===== src/rtl/elevator_ctrl_if.sv =====
// Elevator controller bus: button pulses and des_compute results in,
// latched requests and car status out.
interface elevator_ctrl_if;
    logic [5:0] input_in_btn;   // car-button pulses, bit k = floor k+1
    logic [9:0] input_out_btn;  // hall-call pulses, F1 up .. F6 down
    logic [2:0] input_des;      // target floor from des_compute
    logic       input_bool;     // des_compute has a target
    logic [5:0] output_in;      // latched car requests
    logic [9:0] output_out;     // latched hall calls
    logic [2:0] output_now;     // current floor 1..6
    logic       output_dir;     // 1 = up, 0 = down
    logic       output_door;    // door open
    logic       output_moving;  // car between floors
    logic [1:0] output_state;   // 0 IDLE, 1 MOVE, 2 CHECK, 3 DOOR

    // Stimulus / des_compute side
    modport master (
        output input_in_btn, input_out_btn, input_des, input_bool,
        input  output_in, output_out, output_now, output_dir,
               output_door, output_moving, output_state
    );

    // Controller side
    modport slave (
        input  input_in_btn, input_out_btn, input_des, input_bool,
        output output_in, output_out, output_now, output_dir,
               output_door, output_moving, output_state
    );
endinterface


===== src/rtl/elevator_ctrl.sv =====
// Six-floor elevator controller. Latches car and hall requests, moves the
// car one floor per MOVE_CYCLES toward the target supplied by an external
// des_compute block, stops at served floors and holds the door open.
module elevator_ctrl #(
    parameter int MOVE_CYCLES = 100,
    parameter int DOOR_CYCLES = 200
) (
    input logic            clk,
    input logic            rst,
    elevator_ctrl_if.slave bus
);

    localparam int MT_W = (MOVE_CYCLES > 1) ? $clog2(MOVE_CYCLES) : 1;
    localparam int DT_W = (DOOR_CYCLES > 1) ? $clog2(DOOR_CYCLES) : 1;
    localparam logic [MT_W-1:0] MOVE_LAST = MT_W'(MOVE_CYCLES - 1);
    localparam logic [DT_W-1:0] DOOR_LAST = DT_W'(DOOR_CYCLES - 1);

    typedef enum logic [1:0] {
        S_IDLE  = 2'd0,
        S_MOVE  = 2'd1,
        S_CHECK = 2'd2,
        S_DOOR  = 2'd3
    } state_t;

    state_t          state;
    logic [MT_W-1:0] move_cnt;
    logic [DT_W-1:0] door_cnt;
    logic [5:0]      in_q;
    logic [9:0]      out_q;
    logic [2:0]      now_q;
    logic            dir_q;
    logic            door_q;
    logic            moving_q;

    // Car-button bit for floor f (1..6).
    function automatic logic [5:0] car_mask(input logic [2:0] f);
        logic [5:0] m;
        m = '0;
        for (int k = 1; k <= 6; k++)
            if (f == 3'(k)) m[k-1] = 1'b1;
        return m;
    endfunction

    // Hall "up" bit for floor f; floors 1..5 only.
    function automatic logic [9:0] up_mask(input logic [2:0] f);
        logic [9:0] m;
        m = '0;
        for (int k = 1; k <= 5; k++)
            if (f == 3'(k)) m[2*k-2] = 1'b1;
        return m;
    endfunction

    // Hall "down" bit for floor f; floors 2..6 only.
    function automatic logic [9:0] dn_mask(input logic [2:0] f);
        logic [9:0] m;
        m = '0;
        for (int k = 2; k <= 6; k++)
            if (f == 3'(k)) m[2*k-3] = 1'b1;
        return m;
    endfunction

    logic [5:0] here_car, in_clr, in_blk, in_nxt;
    logic [9:0] here_up, here_dn, here_dir, here_opp;
    logic [9:0] out_clr, out_blk, out_nxt;
    logic       des_here, stop_here, enter_door, door_press;

    // Stop decision, request clear/block masks and next request vectors.
    // NOTE: every signal gets an unconditional value first so no path
    // through this block can leave one unassigned and infer a latch.
    always_comb begin
        here_car   = car_mask(now_q);
        here_up    = up_mask(now_q);
        here_dn    = dn_mask(now_q);
        here_dir   = dir_q ? here_up : here_dn;
        here_opp   = dir_q ? here_dn : here_up;
        des_here   = (bus.input_des == now_q);
        stop_here  = (|(in_q & here_car)) || (|(out_q & here_dir)) || des_here;
        enter_door = ((state == S_IDLE) && bus.input_bool && des_here)
                  || ((state == S_CHECK) && stop_here);
        door_press = (|(bus.input_in_btn & here_car))
                  || (|(bus.input_out_btn & (here_up | here_dn)));
        in_clr     = '0;
        out_clr    = '0;
        in_blk     = '0;
        out_blk    = '0;
        if (enter_door) begin
            in_clr  = here_car;
            out_clr = here_dir | (des_here ? here_opp : '0);
        end
        // Presses at the open floor are swallowed; they only hold the door.
        if (state == S_DOOR) begin
            in_blk  = here_car;
            out_blk = here_up | here_dn;
        end
        // A new press wins over a same-cycle clear.
        in_nxt  = (in_q  & ~in_clr)  | (bus.input_in_btn  & ~in_blk);
        out_nxt = (out_q & ~out_clr) | (bus.input_out_btn & ~out_blk);
    end

    // Controller FSM with registered status outputs and request latches.
    // NOTE: state is updated with non-blocking assignments so every register
    // samples pre-edge values regardless of statement order.
    always_ff @(posedge clk) begin
        if (rst) begin
            state    <= S_IDLE;
            move_cnt <= '0;
            door_cnt <= '0;
            in_q     <= '0;
            out_q    <= '0;
            now_q    <= 3'd1;
            dir_q    <= 1'b1;
            door_q   <= 1'b0;
            moving_q <= 1'b0;
        end else begin
            in_q  <= in_nxt;
            out_q <= out_nxt;
            case (state)
                S_IDLE: begin
                    if (enter_door) begin
                        state    <= S_DOOR;
                        door_q   <= 1'b1;
                        door_cnt <= '0;
                    end else if (bus.input_bool) begin
                        dir_q    <= (bus.input_des > now_q);
                        move_cnt <= '0;
                        moving_q <= 1'b1;
                        state    <= S_MOVE;
                    end
                end
                S_MOVE: begin
                    if (move_cnt == MOVE_LAST) begin
                        moving_q <= 1'b0;
                        state    <= S_CHECK;
                        if (dir_q) begin
                            if (now_q < 3'd6)  now_q <= now_q + 3'd1;
                            if (now_q >= 3'd5) dir_q <= 1'b0;
                        end else begin
                            if (now_q > 3'd1)  now_q <= now_q - 3'd1;
                            if (now_q <= 3'd2) dir_q <= 1'b1;
                        end
                    end else begin
                        move_cnt <= move_cnt + MT_W'(1);
                    end
                end
                S_CHECK: begin
                    if (enter_door) begin
                        state    <= S_DOOR;
                        door_q   <= 1'b1;
                        door_cnt <= '0;
                    end else if (!bus.input_bool) begin
                        state <= S_IDLE;
                    end else begin
                        move_cnt <= '0;
                        moving_q <= 1'b1;
                        state    <= S_MOVE;
                    end
                end
                S_DOOR: begin
                    if (door_press) begin
                        door_cnt <= '0;
                    end else if (door_cnt == DOOR_LAST) begin
                        door_cnt <= '0;
                        door_q   <= 1'b0;
                        state    <= S_IDLE;
                    end else begin
                        door_cnt <= door_cnt + DT_W'(1);
                    end
                end
                default: state <= S_IDLE;
            endcase
        end
    end

    assign bus.output_in     = in_q;
    assign bus.output_out    = out_q;
    assign bus.output_now    = now_q;
    assign bus.output_dir    = dir_q;
    assign bus.output_door   = door_q;
    assign bus.output_moving = moving_q;
    assign bus.output_state  = state;

endmodule


===== src/flat_wrapper.sv =====
// flat-port wrapper written by rule: the top's interface ports become plain ports
module elevator_ctrl_flat 
#(
    parameter int MOVE_CYCLES = 100,
    parameter int DOOR_CYCLES = 200
)
  (clk, rst, bus_input_in_btn, bus_input_out_btn, bus_input_des, bus_input_bool, bus_output_in, bus_output_out, bus_output_now, bus_output_dir, bus_output_door, bus_output_moving, bus_output_state);
  elevator_ctrl_if bus_i ();
  input logic clk;
  input logic rst;
  input wire logic [$bits(bus_i.input_in_btn)-1:0] bus_input_in_btn;
  input wire logic [$bits(bus_i.input_out_btn)-1:0] bus_input_out_btn;
  input wire logic [$bits(bus_i.input_des)-1:0] bus_input_des;
  input wire logic [$bits(bus_i.input_bool)-1:0] bus_input_bool;
  output wire logic [$bits(bus_i.output_in)-1:0] bus_output_in;
  output wire logic [$bits(bus_i.output_out)-1:0] bus_output_out;
  output wire logic [$bits(bus_i.output_now)-1:0] bus_output_now;
  output wire logic [$bits(bus_i.output_dir)-1:0] bus_output_dir;
  output wire logic [$bits(bus_i.output_door)-1:0] bus_output_door;
  output wire logic [$bits(bus_i.output_moving)-1:0] bus_output_moving;
  output wire logic [$bits(bus_i.output_state)-1:0] bus_output_state;
  assign bus_i.input_in_btn = bus_input_in_btn;
  assign bus_i.input_out_btn = bus_input_out_btn;
  assign bus_i.input_des = bus_input_des;
  assign bus_i.input_bool = bus_input_bool;
  assign bus_output_in = bus_i.output_in;
  assign bus_output_out = bus_i.output_out;
  assign bus_output_now = bus_i.output_now;
  assign bus_output_dir = bus_i.output_dir;
  assign bus_output_door = bus_i.output_door;
  assign bus_output_moving = bus_i.output_moving;
  assign bus_output_state = bus_i.output_state;
  elevator_ctrl #(.MOVE_CYCLES(MOVE_CYCLES), .DOOR_CYCLES(DOOR_CYCLES)) u_core (.clk(clk), .rst(rst), .bus(bus_i));
endmodule

===== config.mk =====
export PLATFORM = sky130hd
export DESIGN_NAME = elevator_ctrl_flat
export DESIGN_NICKNAME = d
export VERILOG_FILES = /design/src/rtl/elevator_ctrl_if.sv /design/src/rtl/elevator_ctrl.sv /design/src/flat_wrapper.sv
export SDC_FILE = /design/constraint.sdc
export NUM_CORES = 1
export LEC_CHECK = 0
export BUFFER_PORTS_ARGS = -buffer_cell sky130_fd_sc_hd__buf_4
export CORE_UTILIZATION = 55
export CTS_CLUSTER_DIAMETER = 150
export DETAILED_ROUTE_END_ITERATION = 6
export GPL_ROUTABILITY_DRIVEN = 0
export PLACE_DENSITY_LB_ADDON = 0.1
export REMOVE_ABC_BUFFERS = 1
export SYNTH_ARGS = -nofsm -noshare
export SYNTH_HDL_FRONTEND = slang
export SYNTH_SLANG_ARGS = --single-unit

===== constraint.sdc =====
create_clock -name clk -period 2.8 [get_ports clk]
set_input_delay 0.56 -clock clk [delete_from_list [all_inputs] [get_ports clk]]
set_output_delay 0.56 -clock clk [all_outputs]
set_load 0.02 [all_outputs]

==> results of run 1 <==
-- worst max-delay path: cells and delay by family (launching register included) --
| family | cells | cell delay (ns) |
|---|---|---|
| compound gates | 4 | 1.10 |
| simple gates | 2 | 0.40 |
| flops | 1 | 0.41 |
| fa+ha+maj | 2 | 0.52 |
-- power groups by stage --
| stage | clock network (mW) | logic, mW | registers, mW |
|---|---|---|---|
| 4_1_cts | 0.503 | 0.254 | 0.611 |
| 6_report | 0.498 | 0.254 | 0.612 |
| 3_5_place_dp | 0 | 0.253 | 0.624 |
| 2_1_floorplan | 0 | 0.114 | 0.651 |
| 5_1_grt | 0.519 | 0.279 | 0.614 |
| 3_3_place_gp | 0 | 0.249 | 0.624 |
-- registers in the layout (all words and copies together), names as in the netlist --
signal                    count
u_core.bus.output_out        10
u_core.door_cnt               8
u_core.move_cnt               7
u_core.bus.output_in          6
u_core.bus.output_now         3
u_core.bus.output_state       2
u_core.bus.output_dir         1
u_core.bus.output_door        1
u_core.bus.output_moving      1
-- metal layers --
layer,vias to the layer above,wire [um]
li1,1181,-
met4,0,81
met5,-,0
met1,1081,2890
met3,9,420
met2,93,2710
-- final cells by class --
type / instances / area share
inverters: 9 / 0.0118
clock buffers: 6 / 0.0289
repair buffers: 50 / 0.131
well taps: 50 / 0.0219
flip-flops and latches: 39 / 0.273
multi-input cells: 234 / 0.521
clock inverters: 2 / 0.0123
-- synthesized netlist by cell type (2+ instances only) --
library cell  number  area share
a41oi_1            2      0.0074
nand2b_1          10       0.027
a311oi_1           7       0.026
dfxtp_1           39        0.33
o22ai_1            3      0.0080
a22o_1             4       0.015
clkbuf_1           7       0.011
mux2i_1            4       0.017
a21o_1             9       0.029
nor3_1             4      0.0085
inv_1              9       0.014
nand4_1            3      0.0080
buf_2              3      0.0064
and3b_1            2      0.0074
xor2_1             2      0.0074
o21bai_1           3      0.0096
a21oi_1           33       0.070
and3_1             8       0.021
a211oi_1           2      0.0064
o31ai_1            2      0.0064
nor2_1            13       0.021
nand3_1           15       0.032
nand3b_1           2      0.0064
and2_1             2      0.0053
nor2b_1            6       0.016
o21ai_0           42       0.089
nand2_1           24       0.038
ha_1              11       0.058
nor4b_1            2      0.0074
-- worst max-delay path by stage --
stage	cells past startpoint	endpoint	start	slack [ns]
2_1_floorplan	8	u_core.bus.output_out[0]	u_core.bus.output_now[2]	0.26
3_5_place_dp	8	u_core.move_cnt[1]	u_core.bus.output_now[0]	0.34
6_report	8	u_core.bus.output_moving	u_core.bus.output_now[0]	0.28
4_1_cts	8	u_core.move_cnt[1]	u_core.bus.output_now[0]	0.31
5_1_grt	8	u_core.door_cnt[5]	u_core.bus.output_now[0]	0.08
3_3_place_gp	8	u_core.door_cnt[5]	u_core.bus.output_now[0]	0.42
-- cells by family after synthesis --
family                     after synthesis  synth area share
DFF                                     39             0.332
adders and majority gates               11            0.0584
and+or+nand+nor                         97             0.218
xor gates and xnor gates                 3            0.0112
buffers and inverters                   21            0.0367
muxes                                    4            0.0170
AOI/OAI and AO/OA                      119             0.327
==> impl_metrics.json, run 1 <==
{
  "power_switching_mw": 0.384,
  "min_period_over_period": 0.899,
  "timing.fmax_mhz": 397,
  "ys_seq_area_frac": 0.332,
  "synth_cells": 294,
  "detailed_place.area_um2": 2740,
  "final_area_um2": 2860,
  "inserted_diodes": 0,
  "drt_iter0_markers": 190,
  "met2_usage": 0.466,
  "crit_path_frequent_cell": "ha_1",
  "final_cell_mix": "buf_4, o21ai_0, dfxtp_1",
  "layout.nets": 372,
  "slew_violations": 0,
  "antenna_found_initial": 0,
  "worstReg2RegEnd": "u_core.bus.output_moving",
  "global_route.peak_usage_layer": "met2",
  "layout-drive-gt1-share": 0.194,
  "switching_share": 0.281,
  "vdd_ir_drop_max_mv": 0.292,
  "dp_hpwl_um": 4300,
  "multi_input_area_um2": 1490,
  "worstHoldPathType": "flop to flop",
  "timing_hold_violations_final": 0,
  "numClockSinks": 39,
  "ios": 46,
  "rsz_0062_raised_after_global_routing": "no",
  "num_vias": 2364,
  "syn-mean-instance-area_um2": 8.01,
  "tritoncts": "yes",
  "hold_path.startpoint": "u_core.bus.output_moving",
  "clock_skew_ns": 0.00756,
  "grt_pass1_wl_um": 9780,
  "die_area_um2": 4550,
  "core-area_um2": 4060,
  "synth_enable_flop_cells": 0,
  "whs_path_depth": 2,
  "static-leakage-power_nw": 1.19,
  "critical_register_to_register_path_startpoint": "u_core.bus.output_now[0]",
  "via_count_of_the_first_global_routing_pass": 2089,
  "finalHoldWorstSlack_ns": 0.467,
  "final.setup.worst_slack_ns": 0.282,
  "core.rowCount": 23,
  "clock_transition_time_at_the_flip_flop_clock_pins_of_the_worst_setup_and_hold_paths_ns": 0.08,
  "n_fill_cell": 354,
  "number_of_gates_resized_after_cts": 0,
  "postLayoutCoreUtil": 0.704,
  "run_status": "completed",
  "critical-path-slowest-cell": "dfxtp_1",
  "postCtsSetupRepairBufs": 0,
  "syn_std_cell_area_um2": 2350,
  "preCtsSetupSlack_ns": 0.345,
  "seq_area_um2": 781,
  "total_power_mw": 1.36,
  "timing.setup.tns_ns": 0,
  "die_width_um": 67.4,
  "totalWireLength_um": 6100,
  "wl_per_cell_um": 15.7,
  "layout.cells.non_filler": 390,
  "drt.antenna.violating_nets": 0,
  "grt_remaining_overflow": 0,
  "mostFrequentLayoutCell": "buf_4",
  "worst-setup-path-type": "flop to flop",
  "critical_path.startpoint_type": "flop",
  "worstPathArrival_ns": 2.72,
  "synth_cell_types": 50,
  "p_seq_frac": 0.449,
  "power_frac_clock": 0.365,
  "pwr_density_cell_nw_per_um2": 477,
  "p_int_mw": 0.981,
  "drv.max_cap_violation_count": 0,
  "clock_tree.root_cell": "clkbuf_8",
  "synth_ff_type": "dfxtp_1",
  "required_time_of_the_critical_path_ns": 3.00,
  "cts_max_path_bufs": 2,
  "setup_viol": 0,
  "total_drc_errors_in_the_routed_layout": 0,
  "period_needed_ns": 2.52,
  "post_drt_via_cell_ratio": 6.06,
  "grt_util_met1": 0.389,
  "pwr-share-comb": 0.186,
  "critical_path.endpoint_type": "flop",
  "drt_pre_antenna_iters": 5,
  "globalRouteTotalUtil": 0.288,
  "synth-seq-cells": 39,
  "tightest_slew_ns": 0.560,
  "synthesis.yosys.warnings": 0,
  "hold_end": "u_core.bus.output_moving",
  "cts_max_level": 2,
  "placed_cells": 382,
  "maximum_number_of_pins_on_one_net_before_global_route_repair": 38,
  "cts-buffers-inserted": 5,
  "async_reset_ff_frac": 0,
  "critPathMaxFanout": 10,
  "max_stage_delay_ns": 0.41,
  "timing.reg2reg.worst_path_depth": 8,
  "worst-r2r-setup-slack_ns": 0.28,
  "crit_chain": "ha_1 -> ha_1 -> a21bo_1 -> a2111oi_4 -> nor2_2 -> nor3_1 -> o221ai_1 -> a211oi_1",
  "chip_height_um": 67.4,
  "floorplan.initialDensity": 0.580,
  "place.port_buffers": 45,
  "flow.area_growth_from_synthesis_pct": 21.4,
  "clock_latency_ns": 0.30,
  "slew_headroom": 0.625,
  "ctsHoldBuffers": 0,
  "globalRouteMet3Util": 0.0405
}
Note: power is estimated with default switching activity, not from simulation.
==> run 2, diff against run 1 <==
--- a/config.mk
+++ b/config.mk
@@ -6,8 +6,11 @@
 export NUM_CORES = 1
 export LEC_CHECK = 0
 export BUFFER_PORTS_ARGS = -buffer_cell sky130_fd_sc_hd__buf_4
-export CORE_UTILIZATION = 55
+export CELL_PAD_IN_SITES_DETAIL_PLACEMENT = 1
+export CELL_PAD_IN_SITES_GLOBAL_PLACEMENT = 2
+export CORE_UTILIZATION = 34
 export CTS_CLUSTER_DIAMETER = 150
+export CTS_CLUSTER_SIZE = 25
 export DETAILED_ROUTE_END_ITERATION = 6
 export GPL_ROUTABILITY_DRIVEN = 0
 export PLACE_DENSITY_LB_ADDON = 0.1
==> constraint.sdc (replaced) <==
create_clock -name clk -period 3 [get_ports clk]
set_input_delay 0.6 -clock clk [delete_from_list [all_inputs] [get_ports clk]]
set_output_delay 0.6 -clock clk [all_outputs]
set_load 0.02 [all_outputs]
==> run 2 against run 1 <==
Fmax shrank 8.1%. Global-route usage is 8.4 points lower. Highest routed layer unchanged. Hold slack got worse by 0.0052 ns. Routed wire length is 13% higher. Via count fell by 1.9%. Largest power group unchanged. Die area grew 60%. Core utilization is 26 points lower.
==> impl_metrics.json, run 2 (same netlist as run 1, synthesis figures left out) <==
{
  "run_status": "completed",
  "die_area_um2": 7260,
  "floorplan.initialDensity": 0.361,
  "clock_tree.root_cell": "clkbuf_8",
  "globalRouteTotalUtil": 0.204,
  "postCtsSetupRepairBufs": 0,
  "tightest_slew_ns": 0.545,
  "pwr_density_cell_nw_per_um2": 441,
  "setup_viol": 0,
  "rsz_0062_raised_after_global_routing": "no",
  "critical-path-slowest-cell": "dfxtp_1",
  "tritoncts": "yes",
  "core.rowCount": 29,
  "grt_pass1_wl_um": 11700,
  "cp_num_buf_inv": 1,
  "ctsHoldBuffers": 0,
  "final_cell_mix": "buf_4, o21ai_0, dfxtp_1",
  "drt_iter0_markers": 54,
  "cts-buffers-inserted": 5,
  "static-leakage-power_nw": 1.18,
  "critPathMaxFanout": 11,
  "flow.area_growth_from_synthesis_pct": 22.3,
  "vdd_ir_drop_max_mv": 0.263,
  "cts_max_level": 2,
  "wl_per_cell_um": 16.6,
  "core-area_um2": 6530,
  "global_route.peak_usage_layer": "met2",
  "power_frac_clock": 0.362,
  "critical_path.startpoint_type": "flop",
  "maximum_number_of_pins_on_one_net_before_global_route_repair": 38,
  "ios": 46,
  "numClockSinks": 39,
  "min_period_over_period": 0.913,
  "place.port_buffers": 45,
  "period_needed_ns": 2.74,
  "worstPathArrival_ns": 2.96,
  "number_of_gates_resized_after_cts": 0,
  "power_switching_mw": 0.376,
  "dp_hpwl_um": 5070,
  "post_drt_via_cell_ratio": 5.57,
  "num_vias": 2319,
  "drv.max_cap_violation_count": 0,
  "finalHoldWorstSlack_ns": 0.461,
  "worstHoldPathType": "flop to flop",
  "crit_path_frequent_cell": "o21ai_0",
  "clock_skew_ns": 0.00631,
  "met2_usage": 0.317,
  "clock_latency_ns": 0.30,
  "grt_util_met1": 0.289,
  "totalWireLength_um": 6890,
  "layout.nets": 371,
  "required_time_of_the_critical_path_ns": 3.22,
  "timing.setup.tns_ns": 0,
  "mostFrequentLayoutCell": "buf_4",
  "antenna_found_initial": 0,
  "p_int_mw": 0.894,
  "switching_share": 0.296,
  "pwr-share-comb": 0.187,
  "via_count_of_the_first_global_routing_pass": 2331,
  "p_seq_frac": 0.451,
  "max_stage_delay_ns": 0.57,
  "die_width_um": 85.2,
  "final.setup.worst_slack_ns": 0.261,
  "preCtsSetupSlack_ns": 0.268,
  "grt_remaining_overflow": 0,
  "total_drc_errors_in_the_routed_layout": 0,
  "inserted_diodes": 0,
  "timing.critical_path.max_delay_family": "compound AO/OA/AOI/OAI gates",
  "drt.antenna.violating_nets": 0,
  "layout-drive-gt1-share": 0.192,
  "timing.fmax_mhz": 365,
  "slew_violations": 0,
  "critical_path.endpoint_type": "flop",
  "flip_flop_count_of_the_largest_register_after_layout": 10,
  "slew_headroom": 0.635,
  "crit_chain": "inv_1 -> ha_1 -> a22o_1 -> a221oi_1 -> o21ai_0 -> o31ai_2 -> a21oi_1 -> o21ai_0",
  "cts_max_path_bufs": 2,
  "chip_height_um": 85.2,
  "drt_pre_antenna_iters": 4,
  "clock_transition_time_at_the_flip_flop_clock_pins_of_the_worst_setup_and_hold_paths_ns": 0.09,
  "timing_hold_violations_final": 0,
  "globalRouteMet3Util": 0.0350,
  "worst-setup-path-type": "flop to flop"
}
run 2: per-stage QoR:
step / area, um^2 / total power, mW / util / cells
global route: 2880 / 1.33 / 0.441 / 416
floorplan: 2300 / 0.714 / - / 282
global placement: 2770 / 0.825 / 0.424 / 408
detailed placement: 2770 / 0.826 / 0.424 / 408
finish: 2880 / 1.27 / 0.441 / 416
CTS: 2880 / 1.28 / 0.441 / 416
run 2: cell type report:
class	instances	area [um^2]
Clock inverter	3	43.8
Multi-Input combinational cell	234	1490
Timing Repair Buffer	49	368
Sequential cell	39	781
Inverter	9	33.8
Tap cell	77	96.3
Fill cell	825	3650
Clock buffer	5	68.8
run 2: power groups by stage:
stage	combinational, mW	clock (mW)	sequential [mW]
6_report	0.237	0.459	0.573
5_1_grt	0.264	0.488	0.579
4_1_cts	0.241	0.469	0.574
3_5_place_dp	0.239	0	0.586
3_3_place_gp	0.238	0	0.586
2_1_floorplan	0.107	0	0.607
run 2: tightest hold or removal path: stages (launching register included):
cell	delay, ns
dfxtp_1	0.32
inv_1	0.05
a211oi_1	0.06
run 2: path summary, 6_finish.rpt:
path / from / to / slack (ns) / cells after the start
setup / recovery: u_core.bus.output_now[1] / u_core.door_cnt[5] / 0.26 / 8
hold / removal: u_core.bus.output_moving / u_core.bus.output_moving / 0.46 / 2
setup reg to reg: u_core.bus.output_now[1] / u_core.door_cnt[5] / 0.26 / 8
hold reg to reg: u_core.bus.output_moving / u_core.bus.output_moving / 0.46 / 2
run 2: routing by layer:
metal	vias to the layer above	share of wire
li1	1176	-
met1	1089	0.52
met2	46	0.43
met3	8	0.034
met4	0	0.011
met5	-	0
